**config.mk**
```make
export PLATFORM = sky130hd
export DESIGN_NAME = r_id_allocator
export DESIGN_NICKNAME = d
export VERILOG_FILES = /design/src/rtl/r_id_allocator.sv
export SDC_FILE = /design/constraint.sdc
export NUM_CORES = 2
export LEC_CHECK = 0
export BUFFER_PORTS_ARGS = -buffer_cell sky130_fd_sc_hd__buf_4
export CORE_UTILIZATION = 40
export DETAILED_ROUTE_END_ITERATION = 6
export PLACE_DENSITY_LB_ADDON = 0.25
export SLEW_MARGIN = 20
export SYNTH_ARGS = -nofsm -noshare
export SYNTH_HDL_FRONTEND = slang
export SYNTH_SLANG_ARGS = --single-unit
```
**constraint.sdc**
```tcl
create_clock -name clk -period 57 [get_ports clk]
set_input_delay 8.55 -clock clk [delete_from_list [all_inputs] [get_ports clk]]
set_output_delay 8.55 -clock clk [all_outputs]
set_load 0.01 [all_outputs]
```
**src/rtl/r_id_allocator.sv**
```systemverilog
// Maps original AXI read IDs to unique {row,col} IDs for the read-reorder path.
// One row per distinct in-flight ID; columns hand out in order and are freed by the R ordering unit.
module r_id_allocator #(
  parameter int ID_WIDTH        = 32,
  parameter int MAX_OUTSTANDING = 16,
  parameter int NUM_ROWS        = MAX_OUTSTANDING,
  parameter int NUM_COLS        = MAX_OUTSTANDING
) (
  input  logic                clk,
  input  logic                rst,
  input  logic                alloc_valid,
  output logic                alloc_ready,
  input  logic [ID_WIDTH-1:0] alloc_orig_id,
  output logic [ID_WIDTH-1:0] alloc_uid,
  input  logic                allocator_free_req,
  input  logic [ID_WIDTH-1:0] uid_to_restore,
  output logic [ID_WIDTH-1:0] restored_id
);

  localparam int ROW_W = (NUM_ROWS > 1) ? $clog2(NUM_ROWS) : 1;
  localparam int COL_W = (NUM_COLS > 1) ? $clog2(NUM_COLS) : 1;
  localparam logic [COL_W:0] CNT_FULL = (COL_W+1)'(NUM_COLS);

  logic                row_valid_q [NUM_ROWS];
  logic                row_valid_d [NUM_ROWS];
  logic [ID_WIDTH-1:0] row_id_q    [NUM_ROWS];
  logic [ID_WIDTH-1:0] row_id_d    [NUM_ROWS];
  logic [COL_W-1:0]    ptr_q       [NUM_ROWS];
  logic [COL_W-1:0]    ptr_d       [NUM_ROWS];
  logic [COL_W:0]      cnt_q       [NUM_ROWS];
  logic [COL_W:0]      cnt_d       [NUM_ROWS];

  logic             hit;
  logic             any_free;
  logic [ROW_W-1:0] hit_row;
  logic [ROW_W-1:0] free_row;
  logic [ROW_W-1:0] sel_row;
  logic [ROW_W-1:0] rel_row;
  logic             ready_raw;
  logic             fire;
  logic [NUM_ROWS-1:0] inc;
  logic [NUM_ROWS-1:0] dec;

  // Descending scan so the lowest-index invalid row wins.
  always_comb begin
    hit      = 1'b0;
    hit_row  = '0;
    any_free = 1'b0;
    free_row = '0;
    for (int r = NUM_ROWS-1; r >= 0; r--) begin
      if (row_valid_q[r] && row_id_q[r] == alloc_orig_id) begin
        hit     = 1'b1;
        hit_row = ROW_W'(r);
      end
      if (!row_valid_q[r]) begin
        any_free = 1'b1;
        free_row = ROW_W'(r);
      end
    end
  end

  assign sel_row   = hit ? hit_row : free_row;
  assign rel_row   = ROW_W'(uid_to_restore >> COL_W);
  assign ready_raw = hit ? (cnt_q[hit_row] != CNT_FULL) : any_free;
  assign alloc_ready = !rst && ready_raw;
  assign fire        = alloc_valid && alloc_ready;
  assign alloc_uid   = rst ? '0 : ID_WIDTH'({sel_row, ptr_q[sel_row]});
  assign restored_id = rst ? '0 : row_id_q[rel_row];

  always_comb begin
    inc = '0;
    dec = '0;
    for (int r = 0; r < NUM_ROWS; r++) begin
      row_valid_d[r] = row_valid_q[r];
      row_id_d[r]    = row_id_q[r];
      ptr_d[r]       = ptr_q[r];
      cnt_d[r]       = cnt_q[r];
      inc[r] = fire && (sel_row == ROW_W'(r));
      dec[r] = allocator_free_req && (rel_row == ROW_W'(r))
               && (cnt_q[r] != '0);
      if (inc[r]) begin
        ptr_d[r] = ptr_q[r] + 1'b1;
        if (!hit) begin
          row_valid_d[r] = 1'b1;
          row_id_d[r]    = alloc_orig_id;
        end
      end
      if (inc[r] && !dec[r]) begin
        cnt_d[r] = cnt_q[r] + 1'b1;
      end else if (dec[r] && !inc[r]) begin
        cnt_d[r] = cnt_q[r] - 1'b1;
        if (cnt_q[r] == (COL_W+1)'(1)) row_valid_d[r] = 1'b0;
      end
    end
  end

  always_ff @(posedge clk or posedge rst) begin
    if (rst) begin
      for (int r = 0; r < NUM_ROWS; r++) begin
        row_valid_q[r] <= 1'b0;
        row_id_q[r]    <= '0;
        ptr_q[r]       <= '0;
        cnt_q[r]       <= '0;
      end
    end else begin
      for (int r = 0; r < NUM_ROWS; r++) begin
        row_valid_q[r] <= row_valid_d[r];
        row_id_q[r]    <= row_id_d[r];
        ptr_q[r]       <= ptr_d[r];
        cnt_q[r]       <= cnt_d[r];
      end
    end
  end

endmodule

```
==> results.json <==
{
  "routedWlPerCell_um": 28.4,
  "vias": 28730,
  "worstPathRequired_ns": 48.45,
  "synth_fa_ha_area_share_pct": 2.91,
  "fp.dieH_um": 323,
  "cts.sinks": 672,
  "period_minus_slack_ns": 21.90,
  "cts_setup_buffers": 0,
  "grt_pass1_vias": 27996,
  "slew_headroom_pct": 23.8,
  "area_growth_pct": 9.60,
  "power.total_mw": 2.16,
  "slowest_delay_ns": 0.86,
  "boundaryPins": 133,
  "hold_ws_ns": 0.471,
  "wl_met1_mm": 59.6,
  "die_x_um": 323,
  "clk_pin_slew_ns": 0.06,
  "setup_viol": 0,
  "die-area_um2": 104000,
  "synth_warnings": 0,
  "dr.max_layer_used": "met5",
  "viasPerCell": 5.94,
  "cts_tree": "done",
  "core_um2": 102000,
  "critPathLaunchType": "input port",
  "slew_violations": 0,
  "row_count": 117,
  "synth_top_family_by_area": "multiplexers",
  "critPathKind": "in2out",
  "drtIter0Drc": 2575,
  "synth_xor_area_share_pct": 13.6,
  "dp_hpwl_mm": 101,
  "critical_path.top_delay_family": "simple AND/OR/NAND/NOR gates",
  "grt_usage_pct": 26.4,
  "fin_nets": 3565,
  "met2_length_mm": 62.6,
  "rsz0062_at_grt": "false",
  "cp_cell_sequence": "buf_4 > xor2_1 > nor4_1 > nand2_1 > or4_1 > nand2_1 > or3_1 > o22ai_2 > buf_4 > a22oi_2 > buf_4 > o22ai_1 > o21ai_0 > and4b_1 > buf_4",
  "clk_latency_ns": 0.66,
  "fin_worst_skew_ns": 0.0283,
  "cts_htree_levels": 3,
  "max_freq_mhz": 45.7,
  "cp_max_fo": 32,
  "layout_commonest_cell": "dfrtp_1",
  "synth-simple-area-share_pct": 11.2,
  "gp_congestion": 1.00,
  "min_path_type": "reg2reg",
  "clock_path_buffers": 3,
  "slowest_stage": "nor4_1",
  "cts_root_buf": "clkbuf_16",
  "p_per_area_nw_per_um2": 47.8,
  "synthArstFlopShare_pct": 100,
  "ys_ff_latch": 672,
  "max_cap_violations": 0,
  "post_cts_resized": 0,
  "end_kind": "output port",
  "hold_viol": 0,
  "synth-edff-count": 0,
  "vdd_drop_max_uv": 27.1,
  "muxShareOfSynthArea_pct": 23.7,
  "cts_buffers": 80,
  "grt_max_degree": 129,
  "grt_pass1_wl_mm": 199,
  "dr_wl_met3_mm": 9.08,
  "synth-main-ff-cell": "dfrtp_1",
  "cts_hold_buffers": 0,
  "placed_cells": 4687,
  "drt_first_pass_iters": 5,
  "synth_compound_area_share_pct": 3.20,
  "fin_crit_sh_pct": 38.4,
  "avgSynthCellArea_um2": 11.9,
  "cp.arrival_ns": 13.35,
  "grt_overflow": 0,
  "final_cell_mix": "dfrtp_1, mux2_2, xor2_1, nor4_1, mux4_2",
  "status": "finished, final reports clean",
  "place_area_um2": 42500,
  "synth_area_um2": 41200,
  "postSynthCellCount": 3457,
  "io_buffers": 80,
  "final_layout_size_suffix_gt1_share_pct": 28.2,
  "initial_core_util_pct": 40.4,
  "path_common_cell": "buf_4",
  "stdcell_count": 4835,
  "ant_nets": 0,
  "totalWireLength_mm": 137,
  "yosysUniqueCellTypes": 81,
  "drc": 0,
  "antenna_found_initial": 18,
  "p_leak_nw": 20.2,
  "setup_tns_ns": 0,
  "worst_pin_slew_ns": 1.14,
  "stdcell_area_um2": 45200,
  "path_buf_inv": 4,
  "yosysSeqAreaShare_pct": 40.8
}
==> metal layers <==
metal	up-vias	GRT usage, %
li1	12409	-
met1	15069	36.9
met5	-	0
met4	2	10.9
met2	1009	40.9
met3	241	3.94
==> cell usage after synthesis, types with 5 or more instances <==
| master | count | share of area [%] |
|---|---|---|
| buf_6 | 15 | 0.41 |
| and3_1 | 6 | 0.091 |
| and4b_1 | 9 | 0.22 |
| dfrtp_1 | 672 | 41 |
| nor4_2 | 8 | 0.24 |
| mux2_2 | 505 | 14 |
| buf_2 | 94 | 1.1 |
| mux2_1 | 15 | 0.41 |
| ha_1 | 96 | 2.9 |
| a21o_1 | 5 | 0.091 |
| nand2_1 | 97 | 0.88 |
| nor4b_1 | 11 | 0.23 |
| o21ai_0 | 41 | 0.50 |
| a41oi_1 | 6 | 0.13 |
| or2_2 | 6 | 0.091 |
| nand4_1 | 105 | 1.6 |
| a21oi_1 | 55 | 0.67 |
| nor3_1 | 58 | 0.70 |
| a211o_1 | 17 | 0.36 |
| o21bai_1 | 8 | 0.15 |
| mux4_2 | 162 | 8.8 |
| nor4_1 | 181 | 2.7 |
| nand2b_1 | 15 | 0.23 |
| or4b_2 | 10 | 0.24 |
| o22ai_1 | 30 | 0.46 |
| or3_1 | 14 | 0.21 |
| nor2b_1 | 7 | 0.11 |
| xnor2_1 | 142 | 3.0 |
| or4_1 | 34 | 0.62 |
| nand3_1 | 57 | 0.69 |
| and2_1 | 37 | 0.56 |
| mux2i_1 | 22 | 0.53 |
| xor2_1 | 498 | 11 |
| buf_1 | 12 | 0.11 |
| inv_1 | 90 | 0.82 |
| clkbuf_1 | 88 | 0.80 |
| nand4b_1 | 17 | 0.36 |
| nor2_1 | 73 | 0.66 |
| buf_4 | 65 | 1.2 |
==> where the power goes <==
group          switching (mW)  internal (mW)
sequential              0.179          0.636
combinational           0.456          0.358
clock                   0.214          0.317
total                   0.849           1.31
==> cell families (layout without fill, tap and decap cells) <==
kind of cell,after synthesis,count (layout)
AO/OA/AOI/OAI,197,197
adder cells (fa/ha/maj),96,96
XOR/XNOR,641,641
flip-flops,672,672
AND/OR/NAND/NOR,777,777
buffers and inverters,365,345
multiplexers,708,708
other,1,31
==> layout make-up <==
type	count	area, um2
clock inverters	17	231
inverters	90	345
diodes	7	17.5
fillers	9557	56800
flip-flops and latches	672	16800
well taps	1368	1710
clock buffers	124	2450
multi-input cells	2443	22700
repair buffers	114	880
==> registers in the layout, summed over array words and instances (netlist names) <==
name	count
cnt_q	80
ptr_q	64
row_id_q	512
row_valid_q	16
==> worst reg2reg max path, cell delays in order, from the launching register on <==
cell      delay [ns]
dfrtp_1         0.40
xnor2_1         0.37
nand4_1         0.13
or3b_2          0.45
or3_1           0.52
nor2b_1         0.20
o21ai_0         0.48
o41ai_2         0.33
o21bai_2        0.81
buf_4           0.38
a211o_1         0.39
inv_1           0.09
ha_1            0.31
or4b_2          0.63
a21oi_1         0.20
xor2_1          0.16
==> worst paths after layout <==
| check | start | cells past startpoint | to | slack (ns) |
|---|---|---|---|---|
| min reg2reg | ptr_q[43]$_DFFE_PP0P_ | 1 | ptr_q[43]$_DFFE_PP0P_ | 0.47 |
| min in group asynchronous | rst | 2 | ptr_q[49]$_DFFE_PP0P_ | 8.03 |
| max reg2reg | row_id_q[439]$_DFFE_PP0P_ | 15 | cnt_q[54]$_DFFE_PP0P_ | 51.08 |
| min | ptr_q[43]$_DFFE_PP0P_ | 1 | ptr_q[43]$_DFFE_PP0P_ | 0.47 |
| max in group asynchronous | rst | 6 | row_id_q[220]$_DFFE_PP0P_ | 45.64 |
| max | alloc_orig_id[28] | 15 | alloc_uid[1] | 35.10 |
==> through the flow <==
stage | utilization (%) | worst slack, ns
floorplan | - | 18.45
global placement | 41.6 | 35.17
detailed placement | 41.6 | 35.15
CTS | 44.3 | 35.14
global route | 44.3 | 34.97
finish | 44.3 | 35.10
No activity file was read; power rests on OpenSTA's default activity.
